--- src/rtl/axi_common_types_pkg.sv ---
// Shared AXI payload types and widths for the interconnect.
// Packs the AW/W channel fields and holds the arbiter state encoding.
package axi_common_types_pkg;

   localparam int AXI_ID_WIDTH     = 4;
   localparam int AXI_ADDR_WIDTH   = 32;
   localparam int AXI_LEN_WIDTH    = 8;
   localparam int AXI_SIZE_WIDTH   = 3;
   localparam int AXI_BURST_WIDTH  = 2;
   localparam int AXI_LOCK_WIDTH   = 1;
   localparam int AXI_CACHE_WIDTH  = 4;
   localparam int AXI_PROT_WIDTH   = 3;
   localparam int AXI_QOS_WIDTH    = 4;
   localparam int AXI_REGION_WIDTH = 4;
   localparam int AXI_AWUSER_WIDTH = 1;
   localparam int AXI_DATA_WIDTH   = 32;
   localparam int AXI_STRB_WIDTH   = AXI_DATA_WIDTH / 8;
   localparam int AXI_WUSER_WIDTH  = 1;

   typedef struct packed {
      logic [AXI_ID_WIDTH-1:0]     id;
      logic [AXI_ADDR_WIDTH-1:0]   addr;
      logic [AXI_LEN_WIDTH-1:0]    len;
      logic [AXI_SIZE_WIDTH-1:0]   size;
      logic [AXI_BURST_WIDTH-1:0]  burst;
      logic [AXI_LOCK_WIDTH-1:0]   lock;
      logic [AXI_CACHE_WIDTH-1:0]  cache;
      logic [AXI_PROT_WIDTH-1:0]   prot;
      logic [AXI_QOS_WIDTH-1:0]    qos;
      logic [AXI_REGION_WIDTH-1:0] region;
      logic [AXI_AWUSER_WIDTH-1:0] user;
   } aw_pkt_t;

   typedef struct packed {
      logic [AXI_DATA_WIDTH-1:0]  data;
      logic [AXI_STRB_WIDTH-1:0]  strb;
      logic [AXI_WUSER_WIDTH-1:0] user;
   } w_pkt_t;

   // Bit position of the len field inside a flattened aw_pkt_t
   localparam int AW_LEN_LSB = AXI_SIZE_WIDTH + AXI_BURST_WIDTH
                             + AXI_LOCK_WIDTH + AXI_CACHE_WIDTH
                             + AXI_PROT_WIDTH + AXI_QOS_WIDTH
                             + AXI_REGION_WIDTH + AXI_AWUSER_WIDTH;

   typedef enum logic [1:0] {
      ARB_IDLE = 2'd0,
      ARB_ADDR = 2'd1,
      ARB_DATA = 2'd2
   } arb_state_e;

   function automatic int idx_w(input int n);
      return (n > 1) ? $clog2(n) : 1;
   endfunction

endpackage

--- src/rtl/s5_bid_fifo.sv ---
// In-order tracking FIFO of master indices awaiting their S5 write response.
// Full/empty are registered from the next-cycle occupancy.
module s5_bid_fifo
   import axi_common_types_pkg::*;
#(
   parameter int DEPTH = 4,
   parameter int DW    = 2
) (
   input  logic          ACLK,
   input  logic          ARESETn,
   input  logic          push,
   input  logic [DW-1:0] din,
   input  logic          pop,
   output logic [DW-1:0] dout,
   output logic          full,
   output logic          empty
);

   localparam int PW = idx_w(DEPTH);

   logic [DW-1:0] mem [DEPTH];
   logic [PW-1:0] wr_ptr, rd_ptr;
   logic [PW:0]   count, count_nxt;
   logic          do_push, do_pop;

   assign do_push = push && !full;
   assign do_pop  = pop && !empty;
   assign dout    = mem[rd_ptr];

   always_comb begin
      count_nxt = count;
      unique case ({do_push, do_pop})
         2'b10:   count_nxt = count + 1'b1;
         2'b01:   count_nxt = count - 1'b1;
         default: count_nxt = count;
      endcase
   end

   always_ff @(posedge ACLK or negedge ARESETn) begin
      if (!ARESETn) begin
         wr_ptr <= '0;
         rd_ptr <= '0;
         count  <= '0;
         full   <= 1'b0;
         empty  <= 1'b1;
      end else begin
         if (do_push) wr_ptr <= wr_ptr + 1'b1;
         if (do_pop)  rd_ptr <= rd_ptr + 1'b1;
         count <= count_nxt;
         full  <= (count_nxt == (PW+1)'(DEPTH));
         empty <= (count_nxt == '0);
      end
   end

   // Storage carries no reset; entries are only read while non-empty
   always_ff @(posedge ACLK) begin
      if (do_push) mem[wr_ptr] <= din;
   end

endmodule

--- src/rtl/s5_wr_arbiter.sv ---
// Round-robin AW/W arbiter for the S5 slave port with in-order B routing.
// W stays locked to the granted master until its WLAST beat completes.
module s5_wr_arbiter
   import axi_common_types_pkg::*;
#(
   parameter int NUM_MASTERS     = 4,
   parameter int MAX_OUTSTANDING = 4,
   parameter int AW_W            = $bits(aw_pkt_t),
   parameter int W_W             = $bits(w_pkt_t)
) (
   input  logic                        ACLK,
   input  logic                        ARESETn,
   input  logic [NUM_MASTERS-1:0]      m_awvalid,
   input  logic [NUM_MASTERS*AW_W-1:0] m_awpkt,
   output logic [NUM_MASTERS-1:0]      m_awready,
   input  logic [NUM_MASTERS-1:0]      m_wvalid,
   input  logic [NUM_MASTERS*W_W-1:0]  m_wpkt,
   input  logic [NUM_MASTERS-1:0]      m_wlast,
   output logic [NUM_MASTERS-1:0]      m_wready,
   output logic [NUM_MASTERS-1:0]      m_bvalid,
   input  logic [NUM_MASTERS-1:0]      m_bready,
   output logic                        S5_AWVALID,
   input  logic                        S5_AWREADY,
   output logic [AW_W-1:0]             s5_awpkt,
   output logic                        S5_WVALID,
   input  logic                        S5_WREADY,
   output logic [W_W-1:0]              s5_wpkt,
   output logic                        S5_WLAST,
   input  logic                        S5_BVALID,
   output logic                        S5_BREADY,
   output logic                        wlast_err
);

   localparam int IDX_W = idx_w(NUM_MASTERS);
   localparam int CNT_W = AXI_LEN_WIDTH + 1;

   arb_state_e               state_q, state_d;
   logic [IDX_W-1:0]         rr_ptr_q, rr_ptr_d;
   logic [IDX_W-1:0]         grant_q, grant_d;
   logic [IDX_W-1:0]         pick, rr_idx, rr_next;
   logic                     pick_vld;
   logic [AXI_LEN_WIDTH-1:0] awlen_q, awlen_d;
   logic [CNT_W-1:0]         beat_q, beat_d, beat_inc, len_p1;
   logic                     err_q, err_d;
   logic                     w_hs;
   logic                     fifo_push, fifo_pop;
   logic                     fifo_full, fifo_empty;
   logic [IDX_W-1:0]         bid_head;

   // Descending scan so the requester closest to rr_ptr wins
   always_comb begin
      pick     = '0;
      pick_vld = 1'b0;
      rr_idx   = '0;
      for (int k = NUM_MASTERS - 1; k >= 0; k--) begin
         rr_idx = IDX_W'((int'(rr_ptr_q) + k) % NUM_MASTERS);
         if (m_awvalid[rr_idx]) begin
            pick     = rr_idx;
            pick_vld = 1'b1;
         end
      end
   end

   assign rr_next  = (grant_q == IDX_W'(NUM_MASTERS - 1)) ?
                     '0 : grant_q + 1'b1;
   assign beat_inc = beat_q + CNT_W'(1);
   assign len_p1   = {1'b0, awlen_q} + CNT_W'(1);
   assign w_hs     = m_wvalid[grant_q] && S5_WREADY;

   always_comb begin
      state_d    = state_q;
      rr_ptr_d   = rr_ptr_q;
      grant_d    = grant_q;
      awlen_d    = awlen_q;
      beat_d     = beat_q;
      err_d      = 1'b0;
      fifo_push  = 1'b0;
      S5_AWVALID = 1'b0;
      s5_awpkt   = '0;
      m_awready  = '0;
      S5_WVALID  = 1'b0;
      s5_wpkt    = '0;
      S5_WLAST   = 1'b0;
      m_wready   = '0;
      unique case (state_q)
         ARB_IDLE: begin
            if (pick_vld && !fifo_full) begin
               grant_d = pick;
               awlen_d = m_awpkt[int'(pick)*AW_W + AW_LEN_LSB +: AXI_LEN_WIDTH];
               state_d = ARB_ADDR;
            end
         end
         ARB_ADDR: begin
            S5_AWVALID         = 1'b1;
            s5_awpkt           = m_awpkt[int'(grant_q)*AW_W +: AW_W];
            m_awready[grant_q] = S5_AWREADY;
            if (S5_AWREADY) begin
               fifo_push = 1'b1;
               beat_d    = '0;
               state_d   = ARB_DATA;
            end
         end
         ARB_DATA: begin
            S5_WVALID         = m_wvalid[grant_q];
            s5_wpkt           = m_wpkt[int'(grant_q)*W_W +: W_W];
            S5_WLAST          = m_wlast[grant_q];
            m_wready[grant_q] = S5_WREADY;
            if (w_hs) begin
               beat_d = beat_inc;
               if (m_wlast[grant_q]) begin
                  err_d    = (beat_inc != len_p1);
                  rr_ptr_d = rr_next;
                  state_d  = ARB_IDLE;
               end else begin
                  err_d = (beat_inc == len_p1);
               end
            end
         end
         default: state_d = ARB_IDLE;
      endcase
   end

   always_ff @(posedge ACLK or negedge ARESETn) begin
      if (!ARESETn) begin
         state_q  <= ARB_IDLE;
         rr_ptr_q <= '0;
         grant_q  <= '0;
         awlen_q  <= '0;
         beat_q   <= '0;
         err_q    <= 1'b0;
      end else begin
         state_q  <= state_d;
         rr_ptr_q <= rr_ptr_d;
         grant_q  <= grant_d;
         awlen_q  <= awlen_d;
         beat_q   <= beat_d;
         err_q    <= err_d;
      end
   end

   assign wlast_err = err_q;

   // B goes to whichever master owns the oldest outstanding AW
   assign S5_BREADY = !fifo_empty && m_bready[bid_head];
   assign m_bvalid  = fifo_empty ? '0 :
                      (NUM_MASTERS'(S5_BVALID) << bid_head);
   assign fifo_pop  = S5_BVALID && S5_BREADY;

   s5_bid_fifo #(
      .DEPTH (MAX_OUTSTANDING),
      .DW    (IDX_W)
   ) u_bid_fifo (
      .ACLK    (ACLK),
      .ARESETn (ARESETn),
      .push    (fifo_push),
      .din     (grant_q),
      .pop     (fifo_pop),
      .dout    (bid_head),
      .full    (fifo_full),
      .empty   (fifo_empty)
   );

endmodule

--- config.mk ---
export PLATFORM = sky130hd
export DESIGN_NAME = s5_wr_arbiter
export DESIGN_NICKNAME = d
export VERILOG_FILES = /design/src/rtl/axi_common_types_pkg.sv /design/src/rtl/s5_bid_fifo.sv /design/src/rtl/s5_wr_arbiter.sv
export SDC_FILE = /design/constraint.sdc
export NUM_CORES = 1
export LEC_CHECK = 0
export ABC_AREA = 1
export CORE_AREA = 10 10 207 209
export DETAILED_ROUTE_END_ITERATION = 8
export DIE_AREA = 0 0 217 219
export GPL_TIMING_DRIVEN = 1
export PLACE_DENSITY_LB_ADDON = 0.1
export SLEW_MARGIN = 20
export SYNTH_ARGS = -nofsm -noshare
export SYNTH_HDL_FRONTEND = slang
export SYNTH_SLANG_ARGS = --single-unit
--- constraint.sdc ---
create_clock -name ACLK -period 2.6 [get_ports ACLK]
set_clock_uncertainty 0.2 [all_clocks]
set_input_delay 0.65 -clock ACLK [delete_from_list [all_inputs] [get_ports ACLK]]
set_output_delay 0.65 -clock ACLK [all_outputs]
set_load 0.02 [all_outputs]
# Word level (Yosys, flattened, before mapping)
# Memory sizes are Yosys's and may differ from the RTL's.
# Cells that the tools add are included.
# op_classes
add_sub_neg	11
n_mul	3
div	0
n_lt_le_gt_ge	7
eq_ne	12
n_shift	4
mux	49
n_bitwise	2
reduce_logical	16
# ops
cell	n
indexed part select 264 x 10 -> 66 bit	1
indexed part select 264 x 11 -> 8 bit	1
indexed part select 148 x 9 -> 37 bit	1
two-way mux 66 bit	1
two-way mux 37 bit	1
multiplier 2 x 6 -> 8 bit, second input constant	3
two-way mux 1 bit	22
less-than comparator 2 x 3 -> 1 bit, second input constant	6
two-way mux 2 bit	9
two-way mux 9 bit	2
case mux 9 bit (2 select lines)	1
binary-select mux 1 bit (select 2 bit)	7
two-way mux 4 bit	3
adder 9 x 5 -> 10 bit, second input constant	1
adder 8 x 1 -> 9 bit, second input constant	1
adder 9 x 1 -> 9 bit, second input constant	1
equality test 9 bit	1
inequality test 9 bit	1
adder 2 x 1 -> 2 bit, second input constant	4
AND 4 bit	2
inequality test 2 bit, second input constant	4
logical AND 1 bit	7
equality test 2 bit, second input constant	3
case mux 2 bit (3 select lines)	1
other kinds (16)	20
# word_totals
ff_bits	33
latch_bits	0
ram_bits	8
rom_bits	0
input_bits	433
output_inout_bits	120
word_cells	116
memories	1
# mem_list
memory	words	word_bits	rd	rd_ports_with_merged_regs	write_ports	line_no	text
u_bid_fifo.mem	4	2	1	0	1	s5_bid_fifo.sv:21	logic [DW-1:0] mem [DEPTH];

# Longest topological paths before layout
# Gate-level depths: netlist of run 1.
# logic_depth
depth_word	10
mapped_depth	17
depth_no_buf	17

# By module
# From an unflattened synthesis of run 1, not the netlist that was laid out.
# hier_totals
hier_cells	1228
hier_area_um2	6362.4
# by_module_without_submodules
module	n_inst	cells_each	area_per_inst_um2	seq_area_each_um2
s5_wr_arbiter	1	1152	5552.8	600.6
s5_bid_fifo	1	76	809.5	466.7

# Worst setup path before layout of run 1
# Ideal clock, no wire load.
# synth_path
path_type	register -> register
startpoint	register u_bid_fifo.rd_ptr[0]
endpoint	register u_bid_fifo.empty
setup_ns	0.068
arrival_time_ns	2.433
t_required_ns	2.332
slack_ns	-0.101
path_stages_with_launch	16
n_path_buf	0
period_less_slack_ns	2.701
path_cell_list	dfrtp_1 > inv_1 > nand2_1 > nand3_1 > nand3_1 > nand2_1 > a21oi_1 > a21oi_1 > nand3_1 > inv_1 > ha_1 > inv_1 > fa_1 > o21ai_0 > or2_2 > nor2_1
# synth_between
elab_chain_cells	9
elab_cells_between_ends	10
classes_between	eq/ne (2); mux (3); reduce/logical (4); memory (1)
# synth_rtl
element	line_no	text
start, declared	s5_bid_fifo.sv:22	logic [PW-1:0] wr_ptr, rd_ptr;
start signal, assigned	s5_bid_fifo.sv:48	if (do_pop) rd_ptr <= rd_ptr + 1'b1;
memory read (4 x 2 bit) *	n/a	
binary-select mux 1 bit (select 2 bit) *	s5_wr_arbiter.sv:144	assign S5_BREADY = !fifo_empty && m_bready[bid_head];
two-way mux 1 bit (not written as such) *	s5_wr_arbiter.sv:144	
logical AND 1 bit *	s5_wr_arbiter.sv:144	
logical AND 1 bit *	s5_wr_arbiter.sv:147	assign fifo_pop = S5_BVALID && S5_BREADY;
logical AND 1 bit *	s5_bid_fifo.sv:27	assign do_pop = pop && !empty;
net u_bid_fifo.do_pop	s5_bid_fifo.sv:24	logic do_push, do_pop;
equality test 2 x 1 -> 1 bit or equality test 2 bit (tied branches)	s5_bid_fifo.sv:32	unique case ({do_push, do_pop})
case mux 3 bit (2 select lines) *	s5_bid_fifo.sv:32	
net u_bid_fifo.count_nxt[1]	s5_bid_fifo.sv:23	logic [PW:0] count, count_nxt;
logical NOT 3 bit *	s5_bid_fifo.sv:51	empty <= (count_nxt == '0);
end signal, assigned	s5_bid_fifo.sv:51	
end, declared	s5_bid_fifo.sv:16	output logic empty
# The timed path passes the listed nets; every way through them passes the cells marked *. The select of a mux whose other input is x is not followed.
# A chain may end at the register's enable or synchronous reset.

# Worst setup path after layout of run 1
# layout_path
startpoint	register grant_q[0]
endpoint	output s5_wpkt[10]
# layout_between
elab_chain_cells	3
# layout_rtl
element	line_no	text
start, declared	s5_wr_arbiter.sv:39	logic [IDX_W-1:0] grant_q, grant_d;
start signal, assigned	s5_wr_arbiter.sv:134	grant_q <= grant_d;
multiplier 2 x 6 -> 8 bit	s5_wr_arbiter.sv:105	s5_wpkt = m_wpkt[int'(grant_q)*W_W +: W_W];
indexed part select 148 x 9 -> 37 bit	s5_wr_arbiter.sv:105	
two-way mux 37 bit	s5_wr_arbiter.sv:85	unique case (state_q)
end, declared	s5_wr_arbiter.sv:27	output logic [W_W-1:0] s5_wpkt,
# Every way passes these cells.

==> results.json, run 1 <==
{
  "start_kind": "register",
  "synth-seq-cells": 41,
  "fp.dieW_um": 217,
  "start_util": 0.164,
  "fillCellCount": 4028,
  "routedWlPerCell_um": 22.7,
  "gp_congestion": 0.920,
  "setup_ws_ns": -0.181,
  "grt_pass1_vias": 10882,
  "root_buffer": "clkbuf_16",
  "io_pins": 553,
  "slew_headroom": 0.701,
  "setup_viol": 104,
  "globalRoute.totalOverflow": 0,
  "crit_arrival_ns": 1.93,
  "grt_use_total": 0.215,
  "ys_warn_count": 0,
  "crit_fanout": 6,
  "status": "complete, but fails checks",
  "crit_required_ns": 1.75,
  "cts_made_buffers": 5,
  "timing.final.max_slew_violations": 0,
  "cts_buffer_depth": 2,
  "die_y_um": 219,
  "powerDensity_mw_per_mm2": 1090,
  "drc": 0,
  "hold_viol": 0,
  "synthCells": 1217,
  "crit_path_cell_trace": "buf_12 > buf_12 > buf_12 > buf_8 > nor2_2 > nor2_1 > o21ai_1 > a21oi_2 > buf_12",
  "wl_met1_mm": 20.4,
  "dpl_worst_slack_ns": -0.689,
  "end_kind": "output port",
  "finalCritPeriodShare": 1.07,
  "nNetsFinal": 2380,
  "synth.avg_cell_area_um2": 5.20,
  "insertion_delay_ns": 0.29,
  "h-tree-depth": 2,
  "cts_tree": "built",
  "core_area_mm2": 0.0386,
  "whs_ns": 0.283,
  "p_leak_nw": 6.96,
  "num_rows": 72,
  "path_class": "reg -> out",
  "port_buffers": 552,
  "syn2layout_area_growth_pct": 169,
  "fin_crit_ns": 2.78,
  "utilization": 0.441,
  "hpwlAfterDp_mm": 44.6,
  "antenna_found_initial": 17,
  "critical-path-max-stage-delay_ns": 0.52,
  "clk_transition_reported_paths_ns": 0.06,
  "worst_slew_pin_slew_ns": 0.449,
  "total_power_mw": 18.6,
  "final_cell_area_mm2": 0.0170,
  "num_vias": 10974,
  "clkSinkCount": 41,
  "grt_max_degree": 46,
  "met2_length_mm": 30.5,
  "multi_input_area_mm2": 0.00617,
  "ir_drop_mv": 0.385,
  "wl_mm": 56.0,
  "drive_gt1_frac": 0.382,
  "violations": "setup timing",
  "synth_cell_types": 37,
  "place_area_mm2": 0.0138,
  "syn_nets": 1662,
  "grt_pass1_wl_mm": 76.0,
  "dieArea_mm2": 0.0475,
  "cp_common_cell": "buf_12",
  "cpMaxStageDelayCell": "dfrtp_4",
  "firstDrtPassIters": 5,
  "via_per_inst": 4.46,
  "clock.fmax_ghz": 0.360,
  "maxCapViolations": 0,
  "ys_seq_area_frac": 0.169,
  "hold_path.class": "reg -> reg",
  "met3_wirelength_mm": 3.95,
  "drtIter0Drc": 555,
  "mappedNetlistArea_mm2": 0.00633,
  "top_layer_used": "met5",
  "rsz0062_at_grt": "yes",
  "drtAntennaViolNets": 0,
  "ff_latch_area_mm2": 0.00108
}
[flip-flops by register name, indices dropped and copies added, names as in the netlist]
register and count:
grant_q 2, awlen_q 8, state_q 2, u_bid_fifo.wr_ptr 2, beat_q 9, wlast_err 1, u_bid_fifo.count 3, u_bid_fifo.rd_ptr 2
u_bid_fifo.full 1, u_bid_fifo.empty 1, u_bid_fifo.mem 8, rr_ptr_q 2
[synthesized netlist by cell type (all sizes together)]
| library cell | number | share of area |
|---|---|---|
| a21oi | 124 | 0.098 |
| a31o | 1 | 0.0014 |
| a32oi | 1 | 0.0014 |
| and2 | 1 | 0.00099 |
| buf | 28 | 0.020 |
| clkbuf | 56 | 0.033 |
| clkinv | 2 | 0.0014 |
| dfrtp | 32 | 0.13 |
| dfstp | 1 | 0.0042 |
| edfxtp | 8 | 0.038 |
| fa | 1 | 0.0032 |
| ha | 11 | 0.022 |
| inv | 81 | 0.048 |
| nand2 | 133 | 0.086 |
| nand3 | 59 | 0.047 |
| nand4 | 5 | 0.0049 |
| nor2 | 421 | 0.25 |
| nor3 | 3 | 0.0032 |
| o211ai | 8 | 0.0095 |
| o21ai | 217 | 0.17 |
| o22ai | 3 | 0.0030 |
| o31ai | 1 | 0.0012 |
| or2 | 7 | 0.0069 |
| xnor2 | 2 | 0.0028 |
| xor2 | 11 | 0.015 |
[worst max-delay path, delay by kind of cell, from the launching register on]
kind	cells	cell delay [ns]
buffers and inverters	5	0.67
DFF	1	0.52
AOI/OAI and AO/OA	2	0.30
and+or+nand+nor	2	0.15
[per-stage QoR]
| step | cells | TNS, ns |
|---|---|---|
| 2_1_floorplan | 1217 | -0.0236 |
| 3_3_place_gp | 2350 | -34.76 |
| 3_5_place_dp | 2350 | -34.72 |
| 4_1_cts | 2436 | -12.76 |
| 5_1_grt | 2456 | -16.92 |
| 6_report | 2461 | -8.30 |
[report_power, final]
part	switching [mW]	internal [mW]	total [mW]
Clock	0.266	0.356	0.622
Combinational	8.68	8.14	16.8
Sequential	0.274	0.909	1.18
[per-layer routing]
metal	global-route usage	up-vias
li1	-	5422
met1	0.226	5152
met2	0.415	324
met3	0.0609	56
met4	0.0419	20
met5	0	-
[logic make-up after synthesis]
group | after synthesis | share of synthesized area
compound gates | 355 | 0.286
buf+inv | 167 | 0.103
xor+xnor | 13 | 0.0180
flops | 41 | 0.169
fa+ha+maj | 12 | 0.0249
simple gates | 629 | 0.399
[cells in the final DEF (no fill, tap or decap), drive strengths merged, types with 17 or more instances in the layout]
cell type      netlist  routed
clkbuf              56      17
a21oi              124     124
inv                 81      81
nand2              133     133
nor2               421     421
o21ai              217     217
nand3               59      59
clkdlybuf4s50        0     431
dfrtp               32      32
buf                 28     350
[path summary, 6_finish.rpt]
kind	cells past startpoint	slack (ns)	endpoint	startpoint
max	9	-0.18	s5_wpkt[10]	grant_q[0]$_DFFE_PN0P_
min	2	0.28	awlen_q[3]$_DFFE_PN0P_	awlen_q[3]$_DFFE_PN0P_
max reg2reg	15	-0.10	u_bid_fifo.count[2]$_DFF_PN0_	u_bid_fifo.rd_ptr[0]$_DFFE_PN0P_
min reg2reg	2	0.28	awlen_q[3]$_DFFE_PN0P_	awlen_q[3]$_DFFE_PN0P_
max in group asynchronous	2	1.41	u_bid_fifo.empty$_DFF_PN1_	ARESETn
min in group asynchronous	2	0.55	u_bid_fifo.rd_ptr[0]$_DFFE_PN0P_	ARESETn
[cell type report]
class	count	area share
diodes	7	0.00103
clock buffers	6	0.00757
clock inverters	2	0.000882
inverters	83	0.0203
multi-input cells	1009	0.362
flip-flops and latches	41	0.0633
well taps	518	0.0381
repair buffers	795	0.506
[repair_timing]
action | CTS | global route
cloned | 15 | 10
pin swaps | 128 | 184
setup buffers | 65 | 25
resized for setup | 798 | 381
hold buffers | 0 | 0
endpoints found under the setup margin | 122 | 123
Power figures use the tool's default switching activity.
==> run 2: changes to the inputs <==
Clock period 2.6 ns to 3.5 ns, I/O delays scaled along.
==> results.json, run 2 (synthesized netlist as in run 1, its figures left out) <==
{
  "cts_setup_buffers": 0,
  "cts_hold_buf": 0,
  "nNetsFinal": 2184,
  "grt_max_degree": 89,
  "port_buffers": 552,
  "syn2layout_area_growth_pct": 105,
  "final_common_cell": "clkdlybuf4s50_1",
  "start_util": 0.164,
  "crit_fanout": 1,
  "cp_top_family": "buffers and inverters",
  "utilization": 0.337,
  "num_vias": 9788,
  "grt_pass1_wl_mm": 70.6,
  "largest_reg_flops": 9,
  "via_per_inst": 4.33,
  "dieArea_mm2": 0.0475,
  "cpMaxStageDelayCell": "clkdlybuf4s50_1",
  "globalRoute.totalOverflow": 0,
  "insertion_delay_ns": 0.28,
  "cts_buffer_depth": 2,
  "h-tree-depth": 2,
  "crit_arrival_ns": 2.41,
  "cts_made_buffers": 5,
  "ir_drop_mv": 0.329,
  "routedWlPerCell_um": 22.8,
  "wl_mm": 51.6,
  "root_buffer": "clkbuf_16",
  "fin_crit_ns": 3.48,
  "cts_tree": "built",
  "total_power_mw": 9.00,
  "critical-path-max-stage-delay_ns": 0.65,
  "grt_use_total": 0.201,
  "num_rows": 72,
  "drc": 0,
  "finalCritPeriodShare": 0.995,
  "place_area_mm2": 0.0127,
  "firstDrtPassIters": 5,
  "worst_slew_pin_slew_ns": 0.906,
  "gp_congestion": 0.885,
  "start_kind": "primary input",
  "final_cell_area_mm2": 0.0130,
  "regMostFlops": "beat_q",
  "path_class": "in -> out",
  "crit_path_cell_trace": "clkdlybuf4s50_1 > nor2_1 > nor2_1 > o21ai_0 > a21oi_1 > clkdlybuf4s50_1",
  "reg_top3": "beat_q: 9 flops, awlen_q: 8 flops, u_bid_fifo.mem: 8 flops",
  "end_kind": "output port",
  "setup_viol": 0,
  "maxCapViolations": 0,
  "clock.fmax_ghz": 0.287,
  "crit_required_ns": 2.42,
  "powerDensity_mw_per_mm2": 693,
  "antenna_found_initial": 15,
  "clkSinkCount": 41,
  "hpwlAfterDp_mm": 43.7,
  "final_cell_mix": "clkdlybuf4s50_1 (454), nor2_1 (418), o21ai_0 (214)",
  "slew_headroom": 0.396,
  "fin_setup_tns_ns": 0,
  "core_area_mm2": 0.0386,
  "worst-path-buf-inv": 2,
  "die_y_um": 219,
  "drtIter0Drc": 619,
  "fp.dieW_um": 217,
  "hold_viol": 0,
  "status": "completed",
  "hold_path.class": "reg -> reg",
  "timing.final.max_slew_violations": 0,
  "drtAntennaViolNets": 0,
  "drive_gt1_frac": 0.0713,
  "grt_pass1_vias": 9721,
  "clk_transition_reported_paths_ns": 0.06,
  "p_leak_nw": 6.05,
  "io_pins": 553
}
## run 2: area by class of cell
class,instances,area (µm²)
Inverter,83,319
Clock buffer,6,129
Sequential cell,41,1070
Tap cell,518,648
Multi-Input combinational cell,1009,4610
Timing Repair Buffer,599,6170
Fill cell,4382,25600
Clock inverter,2,10.0
Antenna cell,5,12.5
## run 2: metal layers
metal	vias up	track usage	part of all wire
met1	4461	0.224	0.38
met3	31	0.0509	0.059
li1	5009	-	-
met4	14	0.00955	0.0036
met2	273	0.392	0.55
met5	-	0	0.0022
## run 2: what timing repair did
action / CTS / global route
cloned: 0 / 0
endpoints found under the setup margin: 21 / 54
resized for setup: 21 / 50
pin swaps: 0 / 0
## run 2: final timing paths
path	start	endpoint	slack (ns)	cells after the start
setup / recovery	m_awpkt[60]	s5_awpkt[60]	0.02	6
hold / removal	u_bid_fifo.count[0]$_DFF_PN0_	u_bid_fifo.count[0]$_DFF_PN0_	0.30	1
setup reg to reg	u_bid_fifo.rd_ptr[0]$_DFFE_PN0P_	u_bid_fifo.full$_DFF_PN0_	0.51	16
hold reg to reg	u_bid_fifo.count[0]$_DFF_PN0_	u_bid_fifo.count[0]$_DFF_PN0_	0.30	1
max in group asynchronous	ARESETn	grant_q[0]$_DFFE_PN0P_	1.91	1
min in group asynchronous	ARESETn	u_bid_fifo.rd_ptr[0]$_DFFE_PN0P_	0.51	1
## run 2: power breakdown
group          internal, mW  switching (mW)  total [mW]
combinational          3.03            4.65        7.68
clock                 0.262           0.185       0.447
sequential            0.673           0.199       0.872
## run 2: stage by stage
| stage | setup slack [ns] | hold WS (ns) | std cells |
|---|---|---|---|
| after floorplan | 0.657 | 0.249 | 1217 |
| after global placement | -0.498 | 0.276 | 2250 |
| after detailed placement | -0.466 | 0.279 | 2250 |
| after CTS | 0.000137 | 0.291 | 2258 |
| after global routing | -0.00784 | 0.313 | 2259 |
| final | 0.0172 | 0.297 | 2263 |
==> run 3: changes to the inputs <==
Settings changed: CTS_BUF_LIST set to sky130_fd_sc_hd__clkbuf_16, GPL_ROUTABILITY_DRIVEN set to 0.
==> results.json, run 3 (synthesized netlist as in run 1, its figures left out) <==
{
  "routedWlPerCell_um": 22.5,
  "dpl_worst_slack_ns": -0.453,
  "hold_path.class": "reg -> reg",
  "regMostFlops": "beat_q",
  "dieArea_mm2": 0.0475,
  "drc": 0,
  "firstDrtPassIters": 5,
  "die_y_um": 219,
  "crit_fanout": 1,
  "drive_gt1_frac": 0.0694,
  "dpl.cell_count": 2254,
  "nNetsFinal": 2188,
  "clock.fmax_ghz": 0.287,
  "worst_slew_pin_slew_ns": 0.775,
  "clk_transition_reported_paths_ns": 0.06,
  "rrSetupSlack_ns": 0.47,
  "root_buffer": "clkbuf_16",
  "maxCapViolations": 0,
  "finalCritPeriodShare": 0.995,
  "final_cell_mix": "clkdlybuf4s50_1 (458), nor2_1 (418), o21ai_0 (215)",
  "core_area_mm2": 0.0386,
  "wl_mm": 51.0,
  "start_util": 0.164,
  "clkSinkCount": 41,
  "setup_ws_ns": 0.0187,
  "grt_pass1_wl_mm": 70.6,
  "crit_required_ns": 2.42,
  "insertion_delay_ns": 0.28,
  "hold_viol": 0,
  "end_kind": "output port",
  "cts_hold_buf": 0,
  "timing.final.max_slew_violations": 0,
  "fp.dieW_um": 217,
  "min_from": "awlen_q[3]$_DFFE_PN0P_",
  "globalRoute.totalOverflow": 0,
  "cts_made_buffers": 5,
  "via_per_inst": 4.38,
  "port_buffers": 552,
  "fin_crit_ns": 3.48,
  "slew_headroom": 0.478,
  "drtIter0Drc": 564,
  "total_power_mw": 9.01,
  "hpwlAfterDp_mm": 43.4,
  "status": "completed",
  "setup_viol": 0,
  "grt_use_total": 0.200,
  "finalNonFillerCells": 2266,
  "cts_buffer_depth": 2,
  "cts_tree": "built",
  "powerDensity_mw_per_mm2": 694,
  "p_leak_nw": 6.04,
  "grt_pass1_vias": 9853,
  "grt_max_degree": 63,
  "final_common_cell": "clkdlybuf4s50_1",
  "num_rows": 72,
  "start_kind": "primary input",
  "io_pins": 553,
  "drtAntennaViolNets": 0,
  "crit_arrival_ns": 2.41,
  "antenna_found_initial": 20,
  "whs_ns": 0.286,
  "fillCellCount": 4374,
  "ir_drop_mv": 0.308,
  "cp-startpoint": "m_wpkt[105]",
  "path_class": "in -> out",
  "reg_top3": "beat_q: 9 flops, awlen_q: 8 flops, u_bid_fifo.mem: 8 flops",
  "num_vias": 9932,
  "h-tree-depth": 2,
  "syn2layout_area_growth_pct": 105,
  "r2r-start": "u_bid_fifo.rd_ptr[0]$_DFFE_PN0P_",
  "largest_reg_flops": 9
}
==> run 3: cell count changes in the layout (fill, tap and decap cells not counted), moves of 2 or more <==
cell / previous run / this run
dlygate4sd2_1: 13 / 18
buf_4: 61 / 63
clkinv_2: 2 / 0
buf_12: 21 / 19
clkdlybuf4s15_1: 2 / 0
clkdlybuf4s50_1: 454 / 458
buf_16: 2 / 0
==> run 3: layer usage <==
| layer | up-vias | track usage | part of all wire |
|---|---|---|---|
| met2 | 280 | 0.385 | 0.54 |
| met4 | 22 | 0.0198 | 0.0088 |
| li1 | 5013 | - | - |
| met1 | 4576 | 0.220 | 0.38 |
| met3 | 41 | 0.0545 | 0.063 |
| met5 | - | 0 | 0.0025 |
==> run 3: cell type report <==
| cell class | count | area (µm²) | share of cell area |
|---|---|---|---|
| timing repair buffer | 603 | 6150 | 0.474 |
| multi-input combinational | 1009 | 4610 | 0.355 |
| sequential | 41 | 1070 | 0.0828 |
| tap | 518 | 648 | 0.0499 |
| inverter | 83 | 324 | 0.0250 |
| clock buffer | 5 | 125 | 0.00964 |
| clock inverter | 3 | 37.5 | 0.00289 |
| antenna | 4 | 10.0 | 0.000771 |
==> run 3: path summary, 6_finish.rpt <==
kind                       cells after the start                          endpoint
setup / recovery                               6                       s5_wpkt[31]
hold / removal                                 2            awlen_q[3]$_DFFE_PN0P_
setup reg to reg                              14         u_bid_fifo.full$_DFF_PN0_
hold reg to reg                                2            awlen_q[3]$_DFFE_PN0P_
max in group asynchronous                      2        u_bid_fifo.empty$_DFF_PN1_
min in group asynchronous                      1  u_bid_fifo.rd_ptr[0]$_DFFE_PN0P_
==> run 3: through the flow <==
| step | TNS, ns | instance area (µm²) | utilization |
|---|---|---|---|
| after detailed placement | -1.95 | 12700 | 0.330 |
| after global placement | -2.13 | 12700 | 0.330 |
| after global routing | -0.000100 | 13000 | 0.336 |
| after CTS | 0 | 12900 | 0.333 |
| final | 0 | 13000 | 0.337 |
| after floorplan | 0 | 6330 | - |
==> run 3: where the power goes <==
group          switching, mW  total, mW  internal [mW]
Clock                  0.185      0.516          0.332
Combinational           4.64       7.62           2.98
Sequential             0.201      0.873          0.673
==> run 3: repair_timing <==
| action | 4_1_cts | 5_1_grt |
|---|---|---|
| gates resized for setup | 24 | 44 |
| endpoints found under the setup margin | 28 | 43 |
| pin swaps | 0 | 0 |
| setup buffers | 0 | 0 |
==> run 3: worst max-delay path, stage by stage <==
cell and delay (ns):
clkdlybuf4s50_1 0.47, nor2_1 0.04, nor2_1 0.09, o21ai_0 0.14, a21oi_1 0.15, clkdlybuf4s50_1 0.64
